--- src/rtl/div_pkg.sv ---
// rtl/div_pkg.sv - shared state encoding and default width for the restoring divider
package div_pkg;

    localparam int N_DEFAULT = 8;

    localparam logic [2:0] S_IDLE  = 3'd0;
    localparam logic [2:0] S_LOAD  = 3'd1;
    localparam logic [2:0] S_SHIFT = 3'd2;
    localparam logic [2:0] S_TEST  = 3'd3;
    localparam logic [2:0] S_DONE  = 3'd4;

endpackage

--- src/rtl/div_datapath.sv ---
// rtl/div_datapath.sv - A/Q/M/count registers and N+1-bit add/subtract for the divider
//
// Ports:
//   clk, reset           clock, synchronous active-high reset
//   load                 latch A=0, Q=dividend, M={0,divisor}, count=N
//   shift_sub            shift {A,Q} left one bit and subtract M from A
//   test                 restore A if negative, set quotient bit, decrement count
//   dividend, divisor    operands, used only with load
//   a_sign               sign of the partial remainder A
//   count_is_one         current TEST handles the last quotient bit
//   m_is_zero            latched divisor is zero
//   q_val                current Q register (dividend while in LOAD)
//   quot_next            Q as it will be after the current TEST
//   rem_next             A[N-1:0] as it will be after the current TEST
module div_datapath
    import div_pkg::*;
#(
    parameter int N = N_DEFAULT
) (
    input  logic         clk,
    input  logic         reset,
    input  logic         load,
    input  logic         shift_sub,
    input  logic         test,
    input  logic [N-1:0] dividend,
    input  logic [N-1:0] divisor,
    output logic         a_sign,
    output logic         count_is_one,
    output logic         m_is_zero,
    output logic [N-1:0] q_val,
    output logic [N-1:0] quot_next,
    output logic [N-1:0] rem_next
);

    localparam int CW = $clog2(N + 1);
    localparam logic [CW-1:0] CNT_INIT = CW'(N);
    localparam logic [CW-1:0] CNT_ONE  = CW'(1);

    logic [N:0]    a_q, a_d;
    logic [N-1:0]  q_q, q_d;
    logic [N:0]    m_q, m_d;
    logic [CW-1:0] count_q, count_d;

    logic [N:0]    a_restored;
    logic [N:0]    a_shifted;
    logic [N-1:0]  q_shifted;

    // A is always < M before a shift, so 2A+1 < 2^(N+1) and the dropped
    // top bit of {A,Q} is always zero.
    assign {a_shifted, q_shifted} = {a_q[N-1:0], q_q, 1'b0};
    assign a_restored = a_q + m_q;

    always_comb begin
        a_d     = a_q;
        q_d     = q_q;
        m_d     = m_q;
        count_d = count_q;
        if (load) begin
            a_d     = '0;
            q_d     = dividend;
            m_d     = {1'b0, divisor};
            count_d = CNT_INIT;
        end else if (shift_sub) begin
            a_d = a_shifted - m_q;
            q_d = q_shifted;
        end else if (test) begin
            if (a_q[N]) begin
                a_d = a_restored;
            end
            q_d     = quot_next;
            count_d = count_q - 1'b1;
        end
    end

    always_ff @(posedge clk) begin
        if (reset) begin
            a_q     <= '0;
            q_q     <= '0;
            m_q     <= '0;
            count_q <= '0;
        end else begin
            a_q     <= a_d;
            q_q     <= q_d;
            m_q     <= m_d;
            count_q <= count_d;
        end
    end

    assign a_sign       = a_q[N];
    assign count_is_one = (count_q == CNT_ONE);
    assign m_is_zero    = (m_q == '0);
    assign q_val        = q_q;
    // A negative trial subtraction means the divisor did not fit: bit is 0.
    assign quot_next    = {q_q[N-1:1], ~a_q[N]};
    assign rem_next     = a_q[N] ? a_restored[N-1:0] : a_q[N-1:0];

endmodule

--- src/rtl/seq_restoring_divider.sv ---
// rtl/seq_restoring_divider.sv - sequential unsigned restoring divider, one quotient bit per two cycles
//
// Ports:
//   d_clk, d_reset              clock, synchronous active-high reset
//   d_start                     request, sampled only while idle
//   d_dividend, d_divisor       operands, sampled with the accepted start
//   d_quotient, d_remainder     registered results, held until the next completion
//   d_div_by_zero               registered divide-by-zero flag, held likewise
//   d_busy                      high whenever not idle
//   d_done                      one-cycle completion pulse
module seq_restoring_divider
    import div_pkg::*;
#(
    parameter int N = N_DEFAULT
) (
    input  logic         d_clk,
    input  logic         d_reset,
    input  logic         d_start,
    input  logic [N-1:0] d_dividend,
    input  logic [N-1:0] d_divisor,
    output logic [N-1:0] d_quotient,
    output logic [N-1:0] d_remainder,
    output logic         d_div_by_zero,
    output logic         d_busy,
    output logic         d_done
);

    logic [2:0]   state_q, state_d;
    logic [N-1:0] quot_q, quot_d;
    logic [N-1:0] rem_q, rem_d;
    logic         dbz_q, dbz_d;
    logic         busy_q, busy_d;
    logic         done_q, done_d;

    logic         load;
    logic         shift_sub;
    logic         test;
    logic         a_sign;
    logic         count_is_one;
    logic         m_is_zero;
    logic [N-1:0] q_val;
    logic [N-1:0] quot_next;
    logic [N-1:0] rem_next;

    div_datapath #(.N(N)) u_datapath (
        .clk          (d_clk),
        .reset        (d_reset),
        .load         (load),
        .shift_sub    (shift_sub),
        .test         (test),
        .dividend     (d_dividend),
        .divisor      (d_divisor),
        .a_sign       (a_sign),
        .count_is_one (count_is_one),
        .m_is_zero    (m_is_zero),
        .q_val        (q_val),
        .quot_next    (quot_next),
        .rem_next     (rem_next)
    );

    always_comb begin
        state_d   = state_q;
        quot_d    = quot_q;
        rem_d     = rem_q;
        dbz_d     = dbz_q;
        done_d    = 1'b0;
        load      = 1'b0;
        shift_sub = 1'b0;
        test      = 1'b0;
        case (state_q)
            S_IDLE: begin
                if (d_start) begin
                    load    = 1'b1;
                    state_d = S_LOAD;
                end
            end
            S_LOAD: begin
                if (m_is_zero) begin
                    // Q still holds the dividend here, so it becomes the remainder.
                    state_d = S_DONE;
                    quot_d  = '1;
                    rem_d   = q_val;
                    dbz_d   = 1'b1;
                    done_d  = 1'b1;
                end else begin
                    state_d = S_SHIFT;
                end
            end
            S_SHIFT: begin
                shift_sub = 1'b1;
                state_d   = S_TEST;
            end
            S_TEST: begin
                test = 1'b1;
                if (count_is_one) begin
                    state_d = S_DONE;
                    quot_d  = quot_next;
                    rem_d   = rem_next;
                    dbz_d   = 1'b0;
                    done_d  = 1'b1;
                end else begin
                    state_d = S_SHIFT;
                end
            end
            S_DONE: begin
                state_d = S_IDLE;
            end
            default: begin
                state_d = S_IDLE;
            end
        endcase
        busy_d = (state_d != S_IDLE);
    end

    always_ff @(posedge d_clk) begin
        if (d_reset) begin
            state_q <= S_IDLE;
            quot_q  <= '0;
            rem_q   <= '0;
            dbz_q   <= 1'b0;
            busy_q  <= 1'b0;
            done_q  <= 1'b0;
        end else begin
            state_q <= state_d;
            quot_q  <= quot_d;
            rem_q   <= rem_d;
            dbz_q   <= dbz_d;
            busy_q  <= busy_d;
            done_q  <= done_d;
        end
    end

    assign d_quotient    = quot_q;
    assign d_remainder   = rem_q;
    assign d_div_by_zero = dbz_q;
    assign d_busy        = busy_q;
    assign d_done        = done_q;

    // a_sign is consumed inside the datapath through quot_next/rem_next.
    logic unused_sign;
    assign unused_sign = a_sign;

endmodule

--- config.mk ---
export PLATFORM = sky130hd
export DESIGN_NAME = seq_restoring_divider
export DESIGN_NICKNAME = d
export VERILOG_FILES = /design/src/rtl/div_pkg.sv /design/src/rtl/div_datapath.sv /design/src/rtl/seq_restoring_divider.sv
export SDC_FILE = /design/constraint.sdc
export NUM_CORES = 1
export LEC_CHECK = 0
export CORE_ASPECT_RATIO = 1.5
export CORE_MARGIN = 10
export CORE_UTILIZATION = 50
export DETAILED_ROUTE_END_ITERATION = 10
export GPL_TIMING_DRIVEN = 0
export PLACE_DENSITY = 0.84
export RECOVER_POWER = 25
export SYNTH_ARGS = -nofsm -noshare
export SYNTH_HDL_FRONTEND = slang
export SYNTH_HIERARCHICAL = 1
export SYNTH_SLANG_ARGS = --single-unit
--- constraint.sdc ---
create_clock -name d_clk -period 3.3 [get_ports d_clk]
set_clock_uncertainty 0.2 [all_clocks]
set_input_delay 0.66 -clock d_clk [delete_from_list [all_inputs] [get_ports d_clk]]
set_output_delay 0.66 -clock d_clk [all_outputs]
set_load 0.02 [all_outputs]
### After elaboration in Yosys (flattened, before gate mapping)

Cells that the tools add are included.

| storage, ports and cells | value |
|---|---|
| register bits after elaboration | 51 |

| cells by class | value |
|---|---|
| add/subtract/negate cells | 3 |
| bitwise operators | 2 |
| eq/ne operators | 7 |
| reduce and logical (&&, ||, !) cells | 14 |
| multiplexer cells | 30 |

Operators with widths:

| operator | number |
|---|---|
| $mux 8 | 7 |
| $pmux 8 s2 | 2 |
| $mux 9 | 3 |
| $mux 4 | 3 |
| $pmux 3 s4 | 1 |
| $reduce_bool 2->1 | 5 |
| $add 9x8->9 | 1 |
| $logic_not 9->1 | 1 |
| $mux 1 | 9 |
| $mux 3 | 3 |
| $sub 9x8->9 | 1 |
| $eq 3x2->1 const B | 2 |
| $ne 2x2->1 const B | 3 |
| $reduce_and 2->1 | 3 |
| $reduce_bool 3->1 | 2 |
| $eq 4x1->1 const B | 1 |
| $pmux 1 s2 | 2 |
| $sub 4x1->4 const B | 1 |
| $eq 3x1->1 const B | 1 |
| $logic_not 3->1 | 1 |
| $reduce_and 3->1 | 1 |
| $not 1->1 | 2 |
| $reduce_or 2->1 | 1 |

### Longest topological paths before layout

Gate-level depths: netlist of run 1.

| depth | value |
|---|---|
| word-level depth | 5 |
| gate-level depth with buffers | 10 |
| depth with buffers taken out | 9 |

### Hierarchy

The synthesis of run 1 kept the hierarchy.

By module, submodules not included:

| module | times used | area each (µm²) | cells each |
|---|---|---|---|
| div_datapath | 1 | 2138.3 | 259 |
| seq_restoring_divider | 1 | 1052.3 | 102 |

### Worst setup path before layout of run 1

No wires, ideal clock.

| timing path | value |
|---|---|
| path kind | register to register |
| start | register u_datapath.a_q[0] |
| end | register rem_q[6] (netlist: d_remainder[6]) |
| setup time | 0.136 ns |
| stages on the path, launching flop included | 10 |
| path slack | 0.960 ns |
| data required time | 2.964 ns |
| data arrival time | 2.004 ns |
| cell sequence | dfxtp_1 ha_1 fa_1 a211oi_1 o21bai_1 a21oi_1 xor2_1 o21ai_0 o22ai_1 a211oi_2 |

| on the way | value |
|---|---|
| longest elaborated chain between the ends | 4 |

Ends and longest elaborated chain:

| what | line | RTL |
|---|---|---|
| start: declaration | div_datapath.sv:39 | `logic [N:0] a_q, a_d;` |
| start signal: assignment | div_datapath.sv:77 | `a_q <= '0;` |
| start signal: assignment | div_datapath.sv:82 | `a_q <= a_d;` |
| $add 9x8->9 | div_datapath.sv:51 | `assign a_restored = a_q + m_q;` |
| $mux 8 | div_datapath.sv:95 | `assign rem_next = a_q[N] ? a_restored[N-1:0] : a_q[N-1:0];` |
| named net rem_next[6] | seq_restoring_divider.sv:43 | `logic [N-1:0] rem_next;` |
| $mux 8 | seq_restoring_divider.sv:95 | `if (count_is_one) begin` |
| $pmux 8 s2 | seq_restoring_divider.sv:70 | `case (state_q)` |
| end signal: assignment | seq_restoring_divider.sv:126 | `rem_q <= rem_d;` |
| end: declaration | seq_restoring_divider.sv:30 | `logic [N-1:0] rem_q, rem_d;` |

The timed path passes the listed nets, and every way through them passes these cells. The select of a mux whose other input is x is not followed.
A chain may end at the register's enable or synchronous reset.

### Worst setup path in the final report of run 1

Ends and elaborated chain as after synthesis.

==> impl_metrics.env, run 1 <==
export IMPL_status="finished clean"
export IMPL_peakVddDrop_mv=0.228
export IMPL_grt_antenna_before_repair=0
export IMPL_syn_inst=361
export IMPL_die_x_um=85.2
export IMPL_rows=35
export IMPL_yosys_warnings=6
export IMPL_cp_start_kind="register"
export IMPL_final_nets=444
export IMPL_power_total_w=0.00167
export IMPL_insertion_delay_ns=0.31
export IMPL_cp_depth=9
export IMPL_crit_chain="ha_1, fa_1, a211oi_1, o21bai_1, a21oi_1, xor2_1, o21ai_0, o22ai_1, a211oi_2"
export IMPL_synth_edf_count=0
export IMPL_setup_viol=0
export IMPL_endpoint_kind="register"
export IMPL_worst_r2r_cell_count=9
export IMPL_critPathTopFamily="compound AO/OA/AOI/OAI gates"
export IMPL_yosys_area_top_type="dfxtp_1"
export IMPL_dr_pass1_iters=4
export IMPL_grtUsageTotal_pct=15.4
export IMPL_clock_sinks=51
export IMPL_syn_nets=400
export IMPL_async_flop_share_pct=0
export IMPL_whs_ns=0.303
export IMPL_route_detailed_drc=0
export IMPL_netlist_area_um2=3190
export IMPL_clock_path_buffers=2
export IMPL_cts_made_buffers=5
export IMPL_gp_congestion=0.858
export IMPL_crit_path_top_delay_cell="fa_1"
export IMPL_grt_ovfl_total=0
export IMPL_io_pins=38
export IMPL_routed_wl_mm=7.75
export IMPL_hold_viol_final=0
export IMPL_grt_first_pass_wirelength_mm=13.2
export IMPL_cts_setup_buffers=0
export IMPL_ys_types=60
export IMPL_ys_flop_type="dfxtp_1"
export IMPL_port_buffers=37
export IMPL_drv_cap=0
export IMPL_worstSetupPathType="reg -> reg"
export IMPL_drive_above_1_share_pct=17.2
export IMPL_fin_area_um2=3740
export IMPL_cts_root_buf="clkbuf_8"
export IMPL_dpl_cell_area_um2=3650
export IMPL_synth_seq_cells=51
export IMPL_final_cell_mix="53 x nor2_1, 51 x dfxtp_1, 30 x a21oi_1"
export IMPL_pwr_density_cell_nw_per_um2=445
export IMPL_cts_resized=0
export IMPL_worstPathMaxFanout=5
export IMPL_ant_nets=0
export IMPL_cts_tree="built"
export IMPL_postSynthAreaPerCell_um2=8.84
export IMPL_slew_viol_final=0
export IMPL_clk_pin_slew_ns=0.10
export IMPL_wire_per_inst_um=16.1
export IMPL_grt_setup_unrepaired="false"
export IMPL_synth_area_leaders="dfxtp_1 32%, ha_1 7.1%, nor2_1 6.2%, mux2i_1 5.0%, a21oi_1 4.7%"
export IMPL_crit_path_max_incr_delay_ns=0.44
export IMPL_min_period_ns=2.69
export IMPL_critPathBufInv=0
export IMPL_htreeDepth=2
export IMPL_design_core_area_um2=6170
export IMPL_initial_utilization_pct=51.7
export IMPL_max_slew_margin_rel_pct=53.4
export IMPL_antenna_cells=0
export IMPL_cts_hold_fix_buffers=0
export IMPL_via_per_inst=5.71
export IMPL_vias=2743
export IMPL_grt_max_degree=16
export IMPL_fin_crit_sh_pct=81.6
export IMPL_synth_seq_area_share_pct=32.0
export IMPL_die_area_um2=10000
export IMPL_die_y_um=118
export IMPL_area_growth_synth_to_final_pct=17.2
export IMPL_worstMarginPinSlew_ns=0.699
export IMPL_max_freq_mhz=371
export IMPL_synth_top_area_share_pct=32.0
export IMPL_hold_class="reg -> reg"
export IMPL_crit_required_ns=3.28
export IMPL_leakage_nw=1.49
export IMPL_grt_pass1_vias=2856
export IMPL_dpl_hpwl_mm=6.18
export IMPL_hold_depth=2
export IMPL_drt_initial_drc_count=122
export IMPL_cp_arrival_ns=2.67
export IMPL_finalSetupTns_ns=0
export IMPL_final_common_cell="nor2_1"
-- cell usage after synthesis (2+ instances only) --
cell type and n:
nor3_1 5, o22ai_1 9, nand2b_1 5, o21ai_0 7
a21oi_1 30, nand2_1 13, nor2b_4 2, clkbuf_1 7
inv_1 17, nor2_1 53, xnor2_1 8, buf_6 2
buf_4 7, fa_1 2, dfxtp_1 51, mux2_2 7
buf_12 2, xor2_1 4, and2_1 2, a221oi_1 2
a211oi_2 4, o21ai_1 3, or2_2 3, a211oi_1 14
a21oi_2 12, a21o_1 2, mux2i_1 16, and4_1 2
buf_2 6, nand3_1 4, nor3b_1 3, or4_1 2
ha_1 18, buf_1 2, nor4_1 2, o21bai_1 3
nor3_2 7
-- layer usage --
metal	vias up	GRT usage (%)	share of wire [%]
met5	-	0	0
met3	17	3.53	5.2
met1	1290	15.1	38
met4	0	7.13	2.7
li1	1366	-	-
met2	70	29.1	54
-- stage by stage --
stage | util, % | instances | worst slack, ns
after global routing | 60.5 | 480 | 0.381
after detailed placement | 59.2 | 472 | 0.478
after global placement | 59.2 | 472 | 0.534
after CTS | 60.5 | 480 | 0.636
after floorplan | - | 361 | 0.960
final | 60.5 | 480 | 0.608
-- layout make-up --
type,instances,area [um2]
fill,550,2440
clock inverter,2,12.5
multi-input combinational,266,1910
tap,74,92.6
timing repair buffer,37,370
clock buffer,6,72.6
inverter,17,63.8
sequential,51,1020
buffer,27,193
-- tightest hold or removal path, cell delays in order (launching register included) --
cell and delay (ns):
dfxtp_1 0.33, inv_1 0.07, a2111oi_2 0.06
-- report_power, final --
group	leakage (nW)	switching, W	internal [W]
Clock	0.0412	0.000219	0.000149
Sequential	0.416	0.0000447	0.000668
Combinational	1.03	0.000321	0.000264
Total	1.49	0.000585	0.00108
-- sequential cells by signal (all words and copies together) (netlist names) --
signal              flops
d_remainder             8
u_datapath/count_q      4
u_datapath/m_q          8
d_busy                  1
d_quotient              8
d_div_by_zero           1
d_done                  1
state_q                 3
u_datapath/q_val        8
u_datapath/a_q          9
-- final timing paths --
path,from,end,slack (ns)
worst max-delay path,u_datapath/a_q[0],d_remainder[6],0.61
worst min register to register,d_div_by_zero,d_div_by_zero,0.30
worst min-delay path,d_div_by_zero,d_div_by_zero,0.30
worst max register to register,u_datapath/a_q[0],d_remainder[6],0.61
-- cells by family (layout without fill, tap and decap cells) --
logic type / count (synthesis) / in the layout / share of synthesized area, %
and+or+nand+nor: 112 / 112 / 18.8
AOI/OAI and AO/OA: 98 / 98 / 21.6
DFF: 51 / 51 / 32.0
adders and majority gates: 20 / 20 / 8.31
muxes: 24 / 24 / 7.96
buffers and inverters: 44 / 89 / 8.04
xor gates and xnor gates: 12 / 12 / 3.29
Note: power is estimated with default switching activity, not from simulation.
==> inputs of run 2 (changes only) <==
==> constraint.sdc (replaced) <==
create_clock -name d_clk -period 2.6 [get_ports d_clk]
set_clock_uncertainty 0.2 [all_clocks]
set_input_delay 0.52 -clock d_clk [delete_from_list [all_inputs] [get_ports d_clk]]
set_output_delay 0.52 -clock d_clk [all_outputs]
set_load 0.02 [all_outputs]
==> impl_metrics.env, run 2 (same netlist as run 1, synthesis figures left out) <==
export IMPL_status="finished clean"
export IMPL_endpoint_kind="register"
export IMPL_final_cell_mix="53 x nor2_1, 50 x dfxtp_1, 30 x a21oi_1"
export IMPL_cp_start_kind="register"
export IMPL_drv_cap=0
export IMPL_cts_root_buf="clkbuf_8"
export IMPL_p_seq_share_pct=42.6
export IMPL_max_freq_mhz=401
export IMPL_fin_util_pct=60.9
export IMPL_min_period_ns=2.49
export IMPL_cts_tree="built"
export IMPL_crit_path_top_delay_cell="fa_2"
export IMPL_setup_viol=0
export IMPL_clock_path_buffers=2
export IMPL_crit_chain="ha_2, fa_2, a211oi_2, o21bai_1, a21oi_1, xor2_1, o21ai_0, o22ai_1, a211oi_2"
export IMPL_worstMarginPinSlew_ns=0.716
export IMPL_port_buffers=37
export IMPL_antenna_cells=0
export IMPL_crit_required_ns=2.58
export IMPL_grt_pass1_vias=2844
export IMPL_slew_viol_final=0
export IMPL_dr_pass1_iters=4
export IMPL_hold_depth=2
export IMPL_top_register="u_datapath/a_q"
export IMPL_htreeDepth=2
export IMPL_grt_antenna_before_repair=0
export IMPL_cts_hold_fix_buffers=0
export IMPL_via_per_inst=5.74
export IMPL_dpl_hpwl_mm=6.18
export IMPL_critPathTopFamily="compound AO/OA/AOI/OAI gates"
export IMPL_gp_congestion=0.858
export IMPL_worst_r2r_cell_count=9
export IMPL_ant_nets=0
export IMPL_grt_ovfl_total=0
export IMPL_leakage_nw=1.49
export IMPL_routed_wl_mm=7.82
export IMPL_hold_viol_final=0
export IMPL_cp_arrival_ns=2.48
export IMPL_initial_utilization_pct=51.7
export IMPL_r2r_end="d_remainder[6]"
export IMPL_clock_sinks=51
export IMPL_fin_crit_sh_pct=95.9
export IMPL_r2r_start="u_datapath/a_q[0]"
export IMPL_largest_reg_flops=9
export IMPL_hold_end="d_div_by_zero"
export IMPL_area_growth_synth_to_final_pct=17.8
export IMPL_clk_pin_slew_ns=0.10
export IMPL_pwr_share_clk_pct=22.0
export IMPL_worstPathMaxFanout=5
export IMPL_design_core_area_um2=6170
export IMPL_peakVddDrop_mv=0.275
export IMPL_die_x_um=85.2
export IMPL_vias=2762
export IMPL_final_nets=445
export IMPL_p_sw_w=0.000746
export IMPL_final_common_cell="nor2_1"
export IMPL_grtUsageTotal_pct=15.4
export IMPL_grt_max_degree=16
export IMPL_hold_class="reg -> reg"
export IMPL_cts_made_buffers=5
export IMPL_rows=35
export IMPL_wire_per_inst_um=16.2
export IMPL_cp_common_cell="a211oi_2"
export IMPL_max_slew_margin_rel_pct=52.3
export IMPL_route_detailed_drc=0
export IMPL_drive_above_1_share_pct=18.7
export IMPL_grt_first_pass_wirelength_mm=13.1
export IMPL_internal_power_w=0.00138
export IMPL_worstSetupPathType="reg -> reg"
export IMPL_io_pins=38
export IMPL_die_y_um=118
export IMPL_reg2reg_setup_slack_ns=0.11
export IMPL_critPathBufInv=0
export IMPL_drt_initial_drc_count=125
export IMPL_p_sw_share_pct=35.2
export IMPL_whs_ns=0.302
export IMPL_comb_power_share_pct=35.3
export IMPL_crit_path_max_incr_delay_ns=0.40
export IMPL_die_area_um2=10000
export IMPL_insertion_delay_ns=0.31
export IMPL_pwr_density_cell_nw_per_um2=564
export IMPL_min_from="d_div_by_zero"
run 2: changes by cell type in the layout (fill, tap and decap cells not counted), sizes merged:
cell / previous run / this run
buf: 19 / 20
run 2: worst min-delay path: cells and delay by family, from the launching register on:
| kind | cells | cell delay, ns |
|---|---|---|
| buffers and inverters | 1 | 0.07 |
| flip-flops | 1 | 0.33 |
| AO/OA/AOI/OAI | 1 | 0.06 |
run 2: how the worst max path moves through the flow:
stage | start | to | slack, ns | depth (start not counted)
2_1_floorplan | u_datapath/a_q[0] | d_remainder[6] | 0.26 | 9
3_3_place_gp | d_start | u_datapath/m_q[7] | -0.03 | 6
3_5_place_dp | d_start | u_datapath/m_q[7] | -0.08 | 6
4_1_cts | u_datapath/a_q[0] | d_remainder[6] | 0.05 | 9
5_1_grt | u_datapath/a_q[0] | d_remainder[6] | -0.02 | 9
6_report | u_datapath/a_q[0] | d_remainder[6] | 0.11 | 9
run 2: layer usage:
| metal | vias up | wire (um) | GRT usage, % |
|---|---|---|---|
| met2 | 64 | 4220 | 29.1 |
| met3 | 18 | 407 | 3.46 |
| met1 | 1309 | 2980 | 15.1 |
| li1 | 1371 | - | - |
| met5 | - | 0 | 0 |
| met4 | 0 | 211 | 6.92 |
run 2: timing repair:
item	in CTS	in global routing
setup buffers	0	1
gates resized for setup	2	3
endpoints found under the setup margin	1	3
pin swaps	0	4
run 2: cell type report:
type                       instances  area [um2]
fill                             546        2420
inverter                          17        63.8
clock buffer                       6        72.6
clock inverter                     2        12.5
multi-input combinational        266        1920
tap                               74        92.6
timing repair buffer              38         378
sequential                        51        1020
buffer                            27         193
run 2: metrics by stage:
step	worst slack, ns	area (um2)	setup TNS (ns)	total power, W	cells
floorplan	0.260	3190	0	0.00146	361
global placement	-0.0264	3650	-0.0264	0.00165	472
detailed placement	-0.0820	3650	-0.210	0.00167	472
CTS	0.0526	3750	0	0.00213	480
global route	-0.0238	3760	-0.0238	0.00224	481
finish	0.107	3760	0	0.00212	481
run 2: power by group through the flow:
stage	sequential, W	combinational (W)	clock [W]
3_3_place_gp	0.000920	0.000728	0
5_1_grt	0.000915	0.000821	0.000502
4_1_cts	0.000905	0.000752	0.000472
6_report	0.000905	0.000750	0.000467
2_1_floorplan	0.000944	0.000516	0
3_5_place_dp	0.000923	0.000746	0
==> inputs of run 3 (changes only) <==
--- a/config.mk
+++ b/config.mk
@@ -10,9 +10,9 @@
 export CORE_UTILIZATION = 50
 export DETAILED_ROUTE_END_ITERATION = 10
 export GPL_TIMING_DRIVEN = 0
-export PLACE_DENSITY = 0.84
+export MAX_ROUTING_LAYER = met4
+export PLACE_DENSITY = 0.85
 export RECOVER_POWER = 25
 export SYNTH_ARGS = -nofsm -noshare
 export SYNTH_HDL_FRONTEND = slang
-export SYNTH_HIERARCHICAL = 1
 export SYNTH_SLANG_ARGS = --single-unit
==> constraint.sdc (replaced) <==
create_clock -name d_clk -period 2.96 [get_ports d_clk]
set_clock_uncertainty 0.2 [all_clocks]
set_input_delay 0.592 -clock d_clk [delete_from_list [all_inputs] [get_ports d_clk]]
set_output_delay 0.592 -clock d_clk [all_outputs]
set_load 0.02 [all_outputs]
==> impl_metrics.env, run 3 <==
export IMPL_status="finished clean"
export IMPL_ys_flop_type="dfxtp_1"
export IMPL_comb_power_share_pct=32.4
export IMPL_worstPathMaxFanout=3
export IMPL_rows=33
export IMPL_via_per_inst=5.73
export IMPL_top_register="u_datapath.a_q"
export IMPL_grt_setup_unrepaired="false"
export IMPL_p_seq_share_pct=42.4
export IMPL_grt_antenna_before_repair=0
export IMPL_synth_top_area_share_pct=36.2
export IMPL_worstMarginPinSlew_ns=0.977
export IMPL_dpl_hpwl_mm=6.12
export IMPL_design_core_area_um2=5490
export IMPL_drv_cap=0
export IMPL_yosysMostFrequentCell="dfxtp_1"
export IMPL_cts_made_buffers=5
export IMPL_final_cell_mix="51 x dfxtp_1, 39 x nand2_1, 39 x a21oi_1"
export IMPL_synth_top_family_by_area="compound AO/OA/AOI/OAI gates"
export IMPL_final_cells=464
export IMPL_leakage_nw=1.34
export IMPL_drive_above_1_share_pct=5.58
export IMPL_p_sw_share_pct=34.0
export IMPL_synth_simple_gate_area_share_pct=21.0
export IMPL_largest_reg_flops=9
export IMPL_cts_hold_fix_buffers=0
export IMPL_io_pins=38
export IMPL_cts_root_buf="clkbuf_8"
export IMPL_synth_adder_area_share_pct=9.40
export IMPL_slew_viol_final=0
export IMPL_insertion_delay_ns=0.31
export IMPL_synth_xor_area_share_pct=3.41
export IMPL_grt_first_pass_wirelength_mm=12.5
export IMPL_cp_start_kind="register"
export IMPL_fin_util_pct=61.5
export IMPL_synth_edf_count=0
export IMPL_area_growth_synth_to_final_pct=19.6
export IMPL_final_common_cell="dfxtp_1"
export IMPL_grt_pass1_vias=2654
export IMPL_cts_setup_buffers=0
export IMPL_antenna_cells=0
export IMPL_fin_crit_sh_pct=92.6
export IMPL_die_y_um=112
export IMPL_async_flop_share_pct=0
export IMPL_place_inst=457
export IMPL_dr_pass1_iters=4
export IMPL_grt_max_degree=16
export IMPL_cts_resized=0
export IMPL_grt_ovfl_total=0
export IMPL_initial_utilization_pct=51.4
export IMPL_peakVddDrop_mv=0.204
export IMPL_htreeDepth=2
export IMPL_yosys_top_cells_count="51 x dfxtp_1, 39 x a21oi_1, 39 x nand2_1"
export IMPL_gp_congestion=0.908
export IMPL_clk_pin_slew_ns=0.09
export IMPL_setup_viol=0
export IMPL_port_buffers=36
export IMPL_ant_nets=0
export IMPL_setup_slack_ns=0.220
export IMPL_netlist_area_um2=2820
export IMPL_final_nets=433
export IMPL_hold_class="reg -> reg"
export IMPL_synth_seq_cells=51
export IMPL_pwr_share_clk_pct=25.2
export IMPL_ys_types=48
export IMPL_internal_power_w=0.00126
export IMPL_route_detailed_drc=0
export IMPL_die_x_um=81.4
export IMPL_yosys_warnings=0
export IMPL_synth_seq_area_share_pct=36.2
export IMPL_wire_per_inst_um=16.5
export IMPL_die_area_um2=9110
export IMPL_cp_arrival_ns=2.76
export IMPL_postSynthAreaPerCell_um2=8.04
export IMPL_synthMuxAreaShare_pct=1.77
export IMPL_min_period_ns=2.74
export IMPL_endpoint_kind="register"
export IMPL_worstSetupPathType="reg -> reg"
export IMPL_crit_required_ns=2.98
export IMPL_whs_ns=0.285
export IMPL_dpl_worst_slack_ns=0.0730
export IMPL_syn_nets=390
export IMPL_synth_compound_area_share_pct=22.7
export IMPL_grtUsageTotal_pct=17.5
export IMPL_routed_wl_mm=7.66
export IMPL_syn_inst=351
export IMPL_hold_viol_final=0
export IMPL_max_slew_margin_rel_pct=34.7
export IMPL_max_freq_mhz=365
export IMPL_cts_tree="built"
export IMPL_clock_sinks=51
export IMPL_pwr_density_cell_nw_per_um2=566
export IMPL_yosys_area_top_type="dfxtp_1"
export IMPL_drt_initial_drc_count=157
export IMPL_synth_area_leaders="dfxtp_1 36%, ha_1 8.0%, a21oi_1 6.9%, nand2_1 5.2%, nor2_1 4.8%"
export IMPL_vias=2660
export IMPL_clock_path_buffers=2
export IMPL_p_sw_w=0.000649
export IMPL_finalSetupTns_ns=0
-- run 3: changes by cell type after synthesis, sizes merged, moves of 5 or more --
cell	previous run	this run
a211oi	18	12
o21ai	10	17
o32ai	0	5
mux2	8	0
clkbuf	8	13
a22oi	1	7
nand2b	5	11
o22ai	9	0
nand2	14	39
buf	19	9
nor2	53	36
mux2i	16	5
-- run 3: layout make-up --
| class | count | area [um2] |
|---|---|---|
| Multi-Input combinational cell | 262 | 1640 |
| Tap cell | 70 | 87.6 |
| Inverter | 16 | 60.1 |
| Timing Repair Buffer | 36 | 360 |
| Sequential cell | 51 | 1020 |
| Fill cell | 460 | 2110 |
| Buffer | 22 | 97.6 |
| Clock buffer | 5 | 68.8 |
| Clock inverter | 2 | 37.5 |
-- run 3: power by group through the flow --
| stage | logic, W | clock network [W] | registers (W) |
|---|---|---|---|
| 2_1_floorplan | 0.000418 | 0 | 0.000834 |
| 3_3_place_gp | 0.000602 | 0 | 0.000823 |
| 3_5_place_dp | 0.000619 | 0 | 0.000825 |
| 4_1_cts | 0.000623 | 0.000480 | 0.000810 |
| 5_1_grt | 0.000689 | 0.000511 | 0.000818 |
| 6_report | 0.000619 | 0.000481 | 0.000809 |
-- run 3: worst max-delay path: stages, from the launching register on --
cell and delay, ns:
dfxtp_1 0.36, inv_1 0.09, ha_1 0.19, inv_1 0.06, fa_1 0.43, a211oi_2 0.23, o21bai_1 0.15, a2111oi_2 0.32
nor2_1 0.13, or4_1 0.41, o311ai_1 0.08
-- run 3: stage by stage --
step                power, W  instance area [um2]
floorplan            0.00125                 2820
global placement     0.00143                 3270
detailed placement   0.00144                 3270
CTS                  0.00191                 3380
global route         0.00202                 3380
finish               0.00191                 3380
-- run 3: cells by family (layout without fill, tap and decap cells) --
kind of cell / Yosys count / after routing
flops: 51 / 51
mux: 5 / 5
buf+inv: 38 / 81
xor+xnor: 11 / 11
compound gates: 101 / 101
fa+ha+maj: 20 / 20
simple gates: 125 / 125
-- run 3: routing by layer --
metal  part of all wire, %  vias up  track usage [%]
met5                     0        -                -
met4                   3.9        0             8.11
met3                   4.0       25             2.16
met2                    54       79             32.5
met1                    38     1235             17.1
li1                      -     1321                -
-- run 3: worst paths after layout --
kind / start / endpoint / slack, ns / depth (start not counted)
setup / recovery: u_datapath.q_val[7] / u_datapath.a_q[8] / 0.22 / 10
hold / removal: u_datapath.count_q[3] / u_datapath.count_q[3] / 0.29 / 1
setup reg to reg: u_datapath.q_val[7] / u_datapath.a_q[8] / 0.22 / 10
hold reg to reg: u_datapath.count_q[3] / u_datapath.count_q[3] / 0.29 / 1
